--- src/rtl/simple_fpga_cvs_pkg.sv ---
// Shared types and helpers for the board input conditioning logic.
package simple_fpga_cvs_pkg;

    localparam int unsigned CLK_100MHZ_HZ = 100000000;

    typedef enum logic {
        DB_IDLE    = 1'b0,
        DB_PENDING = 1'b1
    } db_state_t;

    // Number of clock cycles in a given number of milliseconds.
    function automatic int ms_to_cycles(input int hz, input int ms);
        return (hz / 1000) * ms;
    endfunction

endpackage

--- src/rtl/switch_debouncer_if.sv ---
// Raw switch inputs and their conditioned level/edge outputs.
interface switch_debouncer_if #(
    parameter int unsigned WIDTH = 5
);
    logic [WIDTH-1:0] in_raw;
    logic [WIDTH-1:0] in_clean;
    logic [WIDTH-1:0] rise_pulse;
    logic [WIDTH-1:0] fall_pulse;
    logic             all_stable;

    modport master (
        output in_raw,
        input  in_clean,
        input  rise_pulse,
        input  fall_pulse,
        input  all_stable
    );

    modport slave (
        input  in_raw,
        output in_clean,
        output rise_pulse,
        output fall_pulse,
        output all_stable
    );
endinterface

--- src/rtl/debounce_bit.sv ---
// One input bit: synchroniser, IDLE/PENDING debounce FSM with stability counter,
// and optional edge pulses (SWITCH_DEBOUNCER_EDGES_EN).
module debounce_bit
    import simple_fpga_cvs_pkg::*;
#(
    parameter int unsigned SYNC_STAGES = 2,
    parameter int unsigned COUNT_MAX   = 4,
    parameter logic        RESET_VAL   = 1'b0
) (
    input  logic clk_100mhz,
    input  logic rst_n,
    input  logic raw,
    output logic clean,
    output logic rise,
    output logic fall,
    output logic idle_c
);

    localparam int unsigned     CNT_W    = $clog2(COUNT_MAX);
    localparam logic [CNT_W-1:0] CNT_LAST = CNT_W'(COUNT_MAX - 1);

    logic [SYNC_STAGES-1:0] sync_q;
    logic                   s;
    db_state_t              state;
    logic [CNT_W-1:0]       cnt;

    // Metastability synchroniser; s is the last stage.
    always_ff @(posedge clk_100mhz or negedge rst_n) begin
        if (!rst_n) begin
            sync_q <= {SYNC_STAGES{RESET_VAL}};
        end else begin
            sync_q <= {sync_q[SYNC_STAGES-2:0], raw};
        end
    end

    assign s = sync_q[SYNC_STAGES-1];

    // Any return of s to the current level restarts the stability window.
    always_ff @(posedge clk_100mhz or negedge rst_n) begin
        if (!rst_n) begin
            state <= DB_IDLE;
            cnt   <= '0;
            clean <= RESET_VAL;
        end else begin
            case (state)
                DB_IDLE: begin
                    if (s != clean) begin
                        state <= DB_PENDING;
                        cnt   <= CNT_W'(1);
                    end
                end
                DB_PENDING: begin
                    if (s == clean) begin
                        state <= DB_IDLE;
                        cnt   <= '0;
                    end else if (cnt == CNT_LAST) begin
                        clean <= s;
                        state <= DB_IDLE;
                        cnt   <= '0;
                    end else begin
                        cnt <= cnt + CNT_W'(1);
                    end
                end
                default: begin
                    state <= DB_IDLE;
                    cnt   <= '0;
                end
            endcase
        end
    end

    assign idle_c = (state == DB_IDLE);

`ifdef SWITCH_DEBOUNCER_EDGES_EN
    logic clean_d;

    // Pulses land one cycle after the clean level changes.
    always_ff @(posedge clk_100mhz or negedge rst_n) begin
        if (!rst_n) begin
            clean_d <= RESET_VAL;
            rise    <= 1'b0;
            fall    <= 1'b0;
        end else begin
            clean_d <= clean;
            rise    <= clean & ~clean_d;
            fall    <= ~clean & clean_d;
        end
    end
`else
    assign rise = 1'b0;
    assign fall = 1'b0;
`endif

endmodule

--- src/rtl/switch_debouncer.sv ---
// Debounces WIDTH asynchronous switch inputs into the clk_100mhz domain.
// Define SWITCH_DEBOUNCER_EDGES_EN to generate rise/fall pulses.
module switch_debouncer
    import simple_fpga_cvs_pkg::*;
#(
    parameter int unsigned      WIDTH       = 5,
    parameter int unsigned      CLK_HZ      = CLK_100MHZ_HZ,
    parameter int unsigned      DEBOUNCE_MS = 10,
    parameter int unsigned      SYNC_STAGES = 2,
    parameter logic [WIDTH-1:0] RESET_VALUE = '0
) (
    input  logic           clk_100mhz,
    input  logic           rst_n,
    switch_debouncer_if.slave sw
);

    localparam int unsigned COUNT_MAX = 32'(ms_to_cycles(int'(CLK_HZ), int'(DEBOUNCE_MS)));

    if (COUNT_MAX < 2) begin : g_bad_count
        $error("switch_debouncer: COUNT_MAX must be at least 2");
    end
    if (SYNC_STAGES < 2 || SYNC_STAGES > 4) begin : g_bad_sync
        $error("switch_debouncer: SYNC_STAGES must be in 2..4");
    end

    logic [WIDTH-1:0] clean_w;
    logic [WIDTH-1:0] rise_w;
    logic [WIDTH-1:0] fall_w;
    logic [WIDTH-1:0] idle_w;
    logic             all_stable_q;

    for (genvar i = 0; i < WIDTH; i++) begin : g_bit
        debounce_bit #(
            .SYNC_STAGES (SYNC_STAGES),
            .COUNT_MAX   (COUNT_MAX),
            .RESET_VAL   (RESET_VALUE[i])
        ) u_bit (
            .clk_100mhz (clk_100mhz),
            .rst_n      (rst_n),
            .raw        (sw.in_raw[i]),
            .clean      (clean_w[i]),
            .rise       (rise_w[i]),
            .fall       (fall_w[i]),
            .idle_c     (idle_w[i])
        );
    end

    // High only when no bit has a change in flight.
    always_ff @(posedge clk_100mhz or negedge rst_n) begin
        if (!rst_n) begin
            all_stable_q <= 1'b1;
        end else begin
            all_stable_q <= &idle_w;
        end
    end

    assign sw.in_clean   = clean_w;
    assign sw.rise_pulse = rise_w;
    assign sw.fall_pulse = fall_w;
    assign sw.all_stable = all_stable_q;

endmodule

--- src/flat_wrapper.sv ---
// flat-port wrapper written by rule: the top's interface ports become plain ports
module switch_debouncer_flat import simple_fpga_cvs_pkg::*;
#(
    parameter int unsigned      WIDTH       = 5,
    parameter int unsigned      CLK_HZ      = CLK_100MHZ_HZ,
    parameter int unsigned      DEBOUNCE_MS = 10,
    parameter int unsigned      SYNC_STAGES = 2,
    parameter logic [WIDTH-1:0] RESET_VALUE = '0
)
  (clk_100mhz, rst_n, sw_in_raw, sw_in_clean, sw_rise_pulse, sw_fall_pulse, sw_all_stable);
  switch_debouncer_if #(.WIDTH(WIDTH)) sw_i ();
  input  logic clk_100mhz;
  input  logic rst_n;
  input wire logic [$bits(sw_i.in_raw)-1:0] sw_in_raw;
  output wire logic [$bits(sw_i.in_clean)-1:0] sw_in_clean;
  output wire logic [$bits(sw_i.rise_pulse)-1:0] sw_rise_pulse;
  output wire logic [$bits(sw_i.fall_pulse)-1:0] sw_fall_pulse;
  output wire logic [$bits(sw_i.all_stable)-1:0] sw_all_stable;
  assign sw_i.in_raw = sw_in_raw;
  assign sw_in_clean = sw_i.in_clean;
  assign sw_rise_pulse = sw_i.rise_pulse;
  assign sw_fall_pulse = sw_i.fall_pulse;
  assign sw_all_stable = sw_i.all_stable;
  switch_debouncer #(.WIDTH(WIDTH), .CLK_HZ(CLK_HZ), .DEBOUNCE_MS(DEBOUNCE_MS), .SYNC_STAGES(SYNC_STAGES), .RESET_VALUE(RESET_VALUE)) u_core (.clk_100mhz(clk_100mhz), .rst_n(rst_n), .sw(sw_i));
endmodule
--- config.mk ---
export PLATFORM = sky130hd
export DESIGN_NAME = switch_debouncer_flat
export DESIGN_NICKNAME = d
export VERILOG_FILES = /design/src/rtl/simple_fpga_cvs_pkg.sv /design/src/rtl/switch_debouncer_if.sv /design/src/rtl/debounce_bit.sv /design/src/rtl/switch_debouncer.sv /design/src/flat_wrapper.sv
export SDC_FILE = /design/constraint.sdc
export NUM_CORES = 1
export LEC_CHECK = 0
export BUFFER_PORTS_ARGS = -buffer_cell sky130_fd_sc_hd__buf_4
export CAP_MARGIN = 15
export CORE_UTILIZATION = 56
export DETAILED_ROUTE_END_ITERATION = 7
export PLACE_DENSITY = 0.77
export SLEW_MARGIN = 20
export SYNTH_ARGS = -nofsm -noshare
export SYNTH_HDL_FRONTEND = slang
export SYNTH_SLANG_ARGS = --single-unit
--- constraint.sdc ---
create_clock -name clk_100mhz -period 2.15 [get_ports clk_100mhz]
set_clock_uncertainty 0.2 [all_clocks]
set_input_delay 0.1075 -clock clk_100mhz [delete_from_list [all_inputs] [get_ports clk_100mhz]]
set_output_delay 0.1075 -clock clk_100mhz [all_outputs]
set_load 0.02 [all_outputs]
* Word-level counts from Yosys, hierarchy flattened
Index checks and enable logic that the tools add are counted.
** Word-level totals
- Output and inout bits :: 16
- Latch bits :: 0
- Bits in read-only memories :: 0
- Register bits :: 121
- Word-level logic and storage cells :: 102
- Bits in writable memories :: 0
- Memories kept :: 0
- Input bits :: 7
** Operators by class
- Bitwise gates (word level) :: 10
- Magnitude comparators :: 0
- Divide/modulo/power cells :: 0
- Mux-type cells :: 40
- Multiply operators :: 0
- Reductions and logical operators :: 6
- Shift-type cells :: 0
- Add/sub/neg operators :: 5
- Eq/ne operators :: 20
** Operator list (count)
- $mux 20 :: 15
- $pmux 20 s2 :: 5
- $add 20x1->20 const B :: 5
- $eq 20x20->1 const B :: 5
- $mux 1 :: 15
- $reduce_and 3->1 :: 5
- $ne 2x1->1 const B :: 5
- $not 1->1 :: 10
- $pmux 1 s2 :: 5
- $eq 1x1->1 :: 5
- $ne 1x1->1 :: 5
- $reduce_and 5->1 :: 1

* Longest topological paths before layout
Gate-level depths: netlist of the first run.
- Depth in word-level cells :: 4
- Gate-level depth with buffers :: 8
- Mapped depth without buffers :: 6

* Cells and area by module
From an unflattened synthesis of the first run, not the netlist that was laid out.
** Second synthesis, totals
- Cells, all modules :: 707
- Area, all modules :: 6662.6 µm²
** Modules (own cells, without submodules)
- debounce_bit at u_core.g_bit[0].u_bit ... :: seq. area each 600.6 µm², cells each 140, area each 1333.8 µm², times used 4
- debounce_bit at u_core.g_bit[1].u_bit :: seq. area each 600.6 µm², cells each 143, area each 1288.7 µm², times used 1
- switch_debouncer :: seq. area each 26.3 µm², cells each 4, area each 38.8 µm², times used 1

* Least setup slack after synthesis of the first run
No wires, ideal clock.
- Kind :: register to register
- From :: reg u_core.g_bit[2].u_bit.cnt[0]
- To :: reg u_core.g_bit[2].u_bit.cnt[18]
- Stages on the path, launching flop included :: 9
- Path buffers :: 2
- Slack :: -0.018 ns
- Arrival :: 1.844 ns
- Setup time :: 0.124 ns
- Data required time :: 1.826 ns
- Period minus slack after synthesis :: 2.168 ns
- Cells stage by stage :: dfrtp_1 ha_1 nand3_1 nor4_2 a21oi_2 buf_2 buf_2 a32oi_1 nand2_1
** Between the ends
- Cells in the longest elaborated chain, start to end :: 4
- Elaborated cells on any way between the ends :: 5
- Classes of those cells :: 1 x add/sub; 1 x eq/ne; 3 x mux
** RTL lines
- start: declaration :: line debounce_bit.sv:25 : logic [CNT_W-1:0] cnt;
- start signal: assignment :: line debounce_bit.sv:61 : cnt <= cnt + CNT_W'(1);
- $add 20x1->20 / $eq 20x20->1 (equally long branches) :: line debounce_bit.sv:61, debounce_bit.sv:56
- $mux 20 * :: line debounce_bit.sv:56 : end else if (cnt == CNT_LAST) begin
- $mux 20 * :: line debounce_bit.sv:53 : if (s == clean) begin
- $pmux 20 s2 * :: line debounce_bit.sv:45 : case (state)
Every way passes the cells marked *; elsewhere a longest branch is shown, timed or not.
A chain may end at the register's enable or synchronous reset.

* Worst setup path in the final report of the first run
- From :: reg u_core.g_bit[4].u_bit.cnt[12]
- To :: reg u_core.g_bit[4].u_bit.cnt[3]
** Between the ends
- Cells in the longest elaborated chain, start to end :: 4
** RTL lines (line)
- start: declaration :: debounce_bit.sv:25
- start signal: assignment :: debounce_bit.sv:61
- $eq 20x20->1 :: debounce_bit.sv:56
- $mux 20 :: debounce_bit.sv:56
- $mux 20 :: debounce_bit.sv:53
- $pmux 20 s2 :: debounce_bit.sv:45
No other way between the ends.

==> out/qor_table.md, run 1 <==
| Quantity | This run |
|---|---|
| Routability congestion estimate | 0.863 |
| Post-DRT Antenna Nets | 0 |
| Outcome | finished with violations |
| Pin count of the biggest net entering global routing | 56 |
| Fraction of the cycle the final worst path needs | 104% |
| Routed wirelength normalized by instance count | 17.1 µm |
| Drt drc | 0 |
| First-iteration detailed-routing DRC count | 523 |
| Number of placed instances, taps included | 889 |
| Met1 usage | 35.1% |
| Type of element launching the critical path | flip-flop |
| Vias in the first global route | 5,698 |
| Leakage Power | 3.54 nW |
| Number of placed I/O pins | 23 |
| Sinks on Clock Net | 121 |
| Width of the die | 110 µm |
| Critical-path cell with the highest stage delay | sky130_fd_sc_hd__or4_4 |
| Proportion of layout cells with a drive suffix above 1 | 22.3% |
| Commonest non-fill, non-tap cell in the layout | sky130_fd_sc_hd__dfrtp_1 |
| Critical path class | flip-flop to flip-flop |
| Distinct cells, synth | 63 |
| Post-Synthesis Cells | 693 |
| Delay contributed by the slowest stage of the critical path | 550 ps |
| Number of inserted diodes | 0 |
| Share of synthesized cell area in and, or, nand and nor gates | 24.7% |
| Initial standard-cell utilization of the core | 58.7% |
| Share of total power in the clock network | 52.5% |
| Fraction of synthesis flops using an asynchronous set or reset pin | 100% |
| Transition time at the pin with the least slew margin | 663 ps |
| Final design instance area without fill | 8090 µm² |
| Wire length of the first global-routing pass | 26.1 mm |
| Clock buffer count from CTS | 17 |
| RSZ-0062 raised after global routing | yes |
| Detailed Routing Iterations Pass 1 | 5 |
| Final net count | 793 |
| Aggregate negative setup slack | -645 ps |
| Count of endpoints failing setup in the final report | 14 |
| Switching power share of the total | 21.6% |
| Initial antenna violation count | 0 |
| WP data arrival | 2350 ps |
| Vert. Die Dim | 110 µm |
| Overall power | 5.81 mW |
| Flop pwr share | 40.6% |
| Detailed-route via count | 5,886 |
| Reg-to-reg endpoint | u_core.g_bit[4].u_bit.cnt[3]$_DFFE_PN0P_ |
| Adder-Cell Fraction of Synth Area | 0.966% |
| Achievable frequency | 0.446 GHz |
| Estimated wirelength of the detail-placed design | 10.0 mm |
| Areal power density over the cells | 718 nW/µm² |
| Class of the tightest hold or removal check | input pin to asynchronous set/reset pin |
| Post-layout worst setup margin | -90.7 ps |
| Area delta synth->final | 24.9% |
| Num rows | 38 |
| Start of the worst register-to-register path | u_core.g_bit[4].u_bit.cnt[12]$_DFFE_PN0P_ |
| Mean number of vias per cell | 6.30 |
| Global route hottest layer | met2 |
| Tot GR Track Use | 28.2% |
| TritonCTS clock tree | yes |
| Main combinational cell family by area after synthesis | simple AND/OR/NAND/NOR gates |
| Post-synthesis mux area share | 2.26% |
| Top flip-flop cell by instance count after synthesis | sky130_fd_sc_hd__dfrtp_1 |
| Final core utilization | 73.3% |
| Max-cap violations | 0 |
| Sequence of cells on the critical path | or4_4 -> nor4_4 -> a31oi_4 -> buf_6 -> a21o_1 -> a21o_1 |
| Leading cell types in the layout, fill and taps excluded | sky130_fd_sc_hd__dfrtp_1, sky130_fd_sc_hd__buf_4, sky130_fd_sc_hd__nand2_1 |
| Netlist area before placement | 6470 µm² |
| Peak ir drop on the vdd network | 0.702 mV |
| Setup WS pre-CTS | -333 ps |
| Instance area after placement | 7110 µm² |
| Number of flops mapped to enable cells by yosys | 0 |
| Buffers from clock root to sink, at most | 2 |
| Overflow left after global routing | 0 |
| CTS root buf | sky130_fd_sc_hd__clkbuf_16 |
| Crit path required time | 2260 ps |
| Gate power share | 6.9% |
| Non-filler instance count after layout | 934 |
| Total count of max-transition violations in the final report | 0 |
| Final min period | 2240 ps |
| Number of failing hold endpoints at the final stage | 0 |
| Setup slack of the most critical reg-to-reg path | -90 ps |
| Compound-cell area share of the yosys netlist | 19.4% |
| # port buffers | 12 |
| FF-to-FF path depth | 6 |
| Critical Path Most Common Cell | sky130_fd_sc_hd__a21o_1 |
| Post-detailed-routing wire length | 16.0 mm |
| Mean instance size in the synthesized netlist | 9.34 µm² |
| Met3 layer usage reported by global route | 7.59% |
| Share of synthesized area occupied by flip-flops and latches | 46.8% |
| Net switching power of the design | 1.25 mW |
| Maximum net fanout on the critical path | 3 |
| Die Outline Area | 12,000 µm² |
| Final-layout worst hold slack | 41.7 ps |
| Number of synthesized register bits | 121 |
| Clock transition at the register clock pins on the worst setup and hold paths after CTS | 50 ps |
| Total number of yosys warnings | 0 |
| Violations in the final reports | negative setup slack |
| Xor-xnor portion of the synthesized cell area | 0.812% |
| # H-tree levels | 4 |
| Clock latency on the worst-skew pair | 420 ps |
| CP Capture Type | flip-flop |
| Global routing met2 resource utilization | 46.6% |
| Internal portion of total power | 4.55 mW |
| Core footprint | 11,000 µm² |
| Worst rel slew slack | 55.8% |
-- state kept, by name, summed over array words and instances, names as in the netlist --
signal	count
u_core.g_bit.u_bit.state	5
u_core.g_bit.u_bit.clean	5
u_core.g_bit.u_bit.cnt	100
u_core.sw.all_stable	1
u_core.g_bit.u_bit.sync_q	10
-- critical path: cells and delay by family, from the launching register on --
family	cells	cell delay [ps]
buffers and inverters	1	160
AO/OA/AOI/OAI	3	480
AND/OR/NAND/NOR	2	910
flip-flops	1	390
-- power by group through the flow --
stage | clock [mW] | sequential [mW] | combinational [mW]
6_report | 3.05 | 2.36 | 0.398
5_1_grt | 3.19 | 2.36 | 0.443
4_1_cts | 3.09 | 2.35 | 0.377
3_5_place_dp | 0 | 2.39 | 0.352
3_3_place_gp | 0 | 2.39 | 0.338
2_1_floorplan | 0 | 2.39 | 0.205
-- worst max path at each step --
| stage | from | end | slack [ps] | cells after the start |
|---|---|---|---|---|
| 2_1_floorplan | u_core.g_bit[2].u_bit.cnt[0]$_DFFE_PN0P_ | u_core.g_bit[2].u_bit.cnt[18]$_DFFE_PN0P_ | 8 | 8 |
| 3_3_place_gp | u_core.g_bit[1].u_bit.cnt[0]$_DFFE_PN0P_ | u_core.g_bit[1].u_bit.cnt[8]$_DFFE_PN0P_ | -200 | 7 |
| 3_5_place_dp | u_core.g_bit[1].u_bit.cnt[0]$_DFFE_PN0P_ | u_core.g_bit[1].u_bit.cnt[8]$_DFFE_PN0P_ | -330 | 7 |
| 4_1_cts | u_core.g_bit[4].u_bit.cnt[11]$_DFFE_PN0P_ | u_core.g_bit[4].u_bit.cnt[15]$_DFFE_PN0P_ | -90 | 5 |
| 5_1_grt | u_core.g_bit[4].u_bit.cnt[12]$_DFFE_PN0P_ | u_core.g_bit[4].u_bit.cnt[3]$_DFFE_PN0P_ | -130 | 6 |
| 6_report | u_core.g_bit[4].u_bit.cnt[12]$_DFFE_PN0P_ | u_core.g_bit[4].u_bit.cnt[3]$_DFFE_PN0P_ | -90 | 6 |
-- synthesized netlist by cell type (6+ instances only) --
library cell | count | share of area [%]
sky130_fd_sc_hd__xor2_1 | 6 | 0.81
sky130_fd_sc_hd__or3_1 | 11 | 1.1
sky130_fd_sc_hd__or4_1 | 6 | 0.70
sky130_fd_sc_hd__o211ai_1 | 6 | 0.70
sky130_fd_sc_hd__nor4_1 | 9 | 0.87
sky130_fd_sc_hd__a21o_1 | 10 | 1.2
sky130_fd_sc_hd__a21oi_1 | 51 | 3.9
sky130_fd_sc_hd__nor4_2 | 6 | 1.2
sky130_fd_sc_hd__and3_1 | 17 | 1.6
sky130_fd_sc_hd__buf_4 | 15 | 1.7
sky130_fd_sc_hd__nand2b_1 | 12 | 1.2
sky130_fd_sc_hd__inv_1 | 23 | 1.3
sky130_fd_sc_hd__mux2i_1 | 9 | 1.4
sky130_fd_sc_hd__a22o_1 | 11 | 1.5
sky130_fd_sc_hd__a31oi_1 | 49 | 4.7
sky130_fd_sc_hd__nand4_1 | 15 | 1.4
sky130_fd_sc_hd__nor3_1 | 10 | 0.77
sky130_fd_sc_hd__dfrtp_1 | 120 | 46
sky130_fd_sc_hd__a41oi_1 | 12 | 1.6
sky130_fd_sc_hd__nor2_1 | 33 | 1.9
sky130_fd_sc_hd__o21ai_0 | 35 | 2.7
sky130_fd_sc_hd__clkbuf_1 | 12 | 0.70
sky130_fd_sc_hd__nand3_1 | 59 | 4.6
sky130_fd_sc_hd__nand2_1 | 74 | 4.3
-- area by class of cell --
type / instances / area (µm²)
clock buffers: 22 / 454
clock inverters: 10 / 175
fillers: 757 / 2950
inverters: 23 / 86.3
multi-input cells: 522 / 3380
flip-flops and latches: 121 / 3030
well taps: 140 / 175
repair buffers: 96 / 788
-- routing by layer --
| metal | share of wire, % | vias to the layer above |
|---|---|---|
| met1 | 42 | 2904 |
| met5 | 0 | - |
| met4 | 2.0 | 0 |
| met2 | 50 | 198 |
| li1 | - | 2755 |
| met3 | 5.6 | 29 |
-- timing repair --
| item | CTS | global route |
|---|---|---|
| cloned | 1 | 0 |
| hold buffers | 7 | 0 |
| endpoints found under the hold margin | 125 | 0 |
| resized for setup | 10 | 40 |
| setup buffers | 1 | 4 |
| pin swaps | 6 | 11 |
| setup endpoints to repair | 38 | 72 |
-- kinds of logic after synthesis --
group                    count (synthesis)
flip-flops                             121
other                                    1
XOR/XNOR                                 6
AND/OR/NAND/NOR                        289
multiplexers                            14
AO/OA/AOI/OAI                          197
buffers and inverters                   60
adder cells (fa/ha/maj)                  5
Note: power is estimated with default switching activity, not from simulation.
==> run 2, diff against run 1 <==
==> constraint.sdc (replaced) <==
create_clock -name clk_100mhz -period 2.15 [get_ports clk_100mhz]
set_clock_uncertainty 0.2 [all_clocks]
set_input_delay 0.645 -clock clk_100mhz [delete_from_list [all_inputs] [get_ports clk_100mhz]]
set_output_delay 0.645 -clock clk_100mhz [all_outputs]
set_load 0.02 [all_outputs]
==> run 2 against run 1 <==
Against the previous run: the run still ends with negative setup slack left; worst setup slack improved by 63 ps; design area shrank 1.3%; combinational power is 7.0% lower; sequential cell count unchanged; critical path depth is 1 lower; wire length decreased by 4.5%; sequential power about the same; sequential share of layout area up 0.54 points; count of clock-buffer cells in the layout increased by 3; critical path type unchanged; critical endpoint is now u_core.g_bit[4].u_bit.cnt[2]$_DFFE_PN0P_; highest routed layer unchanged.
==> out/qor_table.md, run 2 (synthesized netlist as in run 1, its figures left out) <==
| Quantity | This run | Delta |
|---|---|---|
| Outcome | finished with violations |  |
| Violations in the final reports | negative setup slack |  |
| Die Outline Area | 12,000 µm² | unchanged |
| Routed wirelength normalized by instance count | 16.5 µm | -3.8% |
| Largest registers | u_core.g_bit.u_bit.cnt x100, u_core.g_bit.u_bit.sync_q x10 |  |
| Wire length of the first global-routing pass | 25.8 mm | -1.1% |
| Final net count | 786 | -0.88% |
| TritonCTS clock tree | yes |  |
| Overall power | 5.82 mW | +0.31% |
| Peak ir drop on the vdd network | 0.787 mV | +12% |
| Depth of the worst hold-timing path | 1 |  |
| Leakage Power | 3.51 nW | -0.70% |
| Pin count of the biggest net entering global routing | 48 | -14% |
| First-iteration detailed-routing DRC count | 529 | +1.1% |
| Overflow left after global routing | 0 | unchanged |
| Number of inserted diodes | 0 | unchanged |
| Crit path required time | 2250 ps | about the same |
| Class of the tightest hold or removal check | input pin to flip-flop |  |
| Fraction of the cycle the final worst path needs | 101% | -2.9 points |
| Detailed Routing Iterations Pass 1 | 8 | +3 |
| Count of endpoints failing setup in the final report | 8 | -6 |
| Fill count | 784 | +3.6% |
| Commonest non-fill, non-tap cell in the layout | sky130_fd_sc_hd__dfrtp_1 |  |
| CP Capture Type | flip-flop |  |
| CTS root buf | sky130_fd_sc_hd__clkbuf_16 |  |
| Area of the multi-input gates | 3300 µm² | -2.1% |
| Register cell area after layout | 3030 µm² | about the same |
| Mean number of vias per cell | 6.26 | -0.72% |
| FF-to-FF path depth | 5 | -1 |
| Final design instance area without fill | 7980 µm² | -1.3% |
| Register name with the most flops | u_core.g_bit.u_bit.cnt |  |
| Achievable frequency | 0.459 GHz | +2.9% |
| # H-tree levels | 4 | unchanged |
| Drt drc | 0 | unchanged |
| Tot GR Track Use | 27.8% | -0.40 points |
| # port buffers | 12 | unchanged |
| Post-DRT Antenna Nets | 0 | unchanged |
| Flip-flop count of the largest register, all copies and words added | 100 | unchanged |
| Num rows | 38 | unchanged |
| Initial antenna violation count | 0 | unchanged |
| Critical-path cell with the highest stage delay | sky130_fd_sc_hd__or4_4 |  |
| Routability congestion estimate | 0.861 | -0.16% |
| Area delta synth->final | 23.2% |  |
| Initial standard-cell utilization of the core | 58.7% | unchanged |
| Transition time at the pin with the least slew margin | 612 ps | -51.1 ps |
| Vias in the first global route | 5,572 | -2.2% |
| Core footprint | 11,000 µm² | unchanged |
| Clock latency on the worst-skew pair | 420 ps | about the same |
| Max-cap violations | 0 | unchanged |
| Number of failing hold endpoints at the final stage | 0 | unchanged |
| Post-detailed-routing wire length | 15.3 mm | -4.5% |
| Final min period | 2180 ps | -62.5 ps |
| Width of the die | 110 µm | unchanged |
| Post-layout worst setup margin | -28.2 ps | +62.5 ps |
| Sequence of cells on the critical path | or4_4 -> nor4_4 -> a31o_2 -> o21ai_0 -> a22o_1 |  |
| Vert. Die Dim | 110 µm | unchanged |
| Maximum net fanout on the critical path | 9 | +6 |
| Critical path class | flip-flop to flip-flop |  |
| Clock buffer count from CTS | 17 | unchanged |
| Estimated wirelength of the detail-placed design | 9.91 mm | -0.99% |
| Buffers from clock root to sink, at most | 2 | unchanged |
| Delay contributed by the slowest stage of the critical path | 550 ps | about the same |
| Instance area after placement | 7140 µm² | +0.46% |
| Proportion of layout cells with a drive suffix above 1 | 21.5% | -0.82 points |
| Leading cell types in the layout, fill and taps excluded | sky130_fd_sc_hd__dfrtp_1, sky130_fd_sc_hd__buf_4, sky130_fd_sc_hd__nand2_1 |  |
| WP data arrival | 2270 ps | -80 ps |
| Total count of max-transition violations in the final report | 0 | unchanged |
| Type of element launching the critical path | flip-flop |  |
| Areal power density over the cells | 730 nW/µm² | +1.7% |
| Number of placed I/O pins | 23 | unchanged |
| Worst rel slew slack | 59.2% | +3.4 points |
| RSZ-0062 raised after global routing | yes |  |
| Sinks on Clock Net | 121 | unchanged |
| Detailed-route via count | 5,800 | -1.5% |
| Clock transition at the register clock pins on the worst setup and hold paths after CTS | 50 ps | about the same |
==> run 2: final timing paths <==
check,start,to,slack (ps)
setup / recovery,u_core.g_bit[4].u_bit.cnt[13]$_DFFE_PN0P_,u_core.g_bit[4].u_bit.cnt[2]$_DFFE_PN0P_,-30
min in group asynchronous,rst_n,u_core.g_bit[4].u_bit.cnt[7]$_DFFE_PN0P_,480
hold reg to reg,u_core.g_bit[0].u_bit.sync_q[0]$_DFF_PN0_,u_core.g_bit[0].u_bit.sync_q[1]$_DFF_PN0_,150
hold / removal,sw_in_raw[0],u_core.g_bit[0].u_bit.sync_q[0]$_DFF_PN0_,130
setup reg to reg,u_core.g_bit[4].u_bit.cnt[13]$_DFFE_PN0P_,u_core.g_bit[4].u_bit.cnt[2]$_DFFE_PN0P_,-30
max in group asynchronous,rst_n,u_core.g_bit[2].u_bit.cnt[7]$_DFFE_PN0P_,690
==> run 2: layer usage <==
layer,vias to the layer above,global-route usage (%),share of wire (%),routed length [µm]
li1,2747,-,-,-
met5,-,0,0,0
met2,191,44.1,49,7510
met3,36,7.23,4.6,710
met1,2826,36.1,44,6760
met4,0,12.0,2.0,312
==> run 2: cell type report <==
type                    instances  area share [%]
multi-input cells             522            41.4
clock inverters                 7            1.69
clock buffers                  25            6.46
well taps                     140            2.20
repair buffers                 89            9.13
flip-flops and latches        121            38.0
inverters                      23            1.08
==> run 2: stage by stage <==
step | util [%] | std cells | hold WS (ps) | setup slack (ps) | TNS (ps)
after floorplan | - | 702 | 131 | 8.31 | 0
after global placement | 64.8 | 890 | 134 | -208 | -1680
after detailed placement | 64.8 | 890 | 140 | -343 | -3470
after CTS | 71.2 | 924 | 123 | -14.1 | -26.0
after global routing | 72.3 | 927 | 115 | -154 | -2180
final | 72.3 | 927 | 133 | -28.2 | -123
==> run 2: critical path: cells and delay by family (launching register included) <==
| family | cells | cell delay (ps) |
|---|---|---|
| AOI/OAI and AO/OA | 3 | 630 |
| and+or+nand+nor | 2 | 860 |
| DFF | 1 | 370 |
==> run 2: what timing repair did <==
item	in CTS	in global routing
pin swaps	2	8
setup endpoints to repair	31	66
setup buffers	0	3
resized for setup	6	21
hold buffers	1	0
endpoints found under the hold margin	20	0
cloned	1	0
==> run 2: power by group <==
group          switching [mW]  total, mW  internal, mW  leakage [nW]
Combinational           0.229      0.370         0.141          1.56
Clock                   0.980       3.10          2.12         0.323
Sequential             0.0350       2.35          2.32          1.63
Total                    1.24       5.82          4.58          3.51
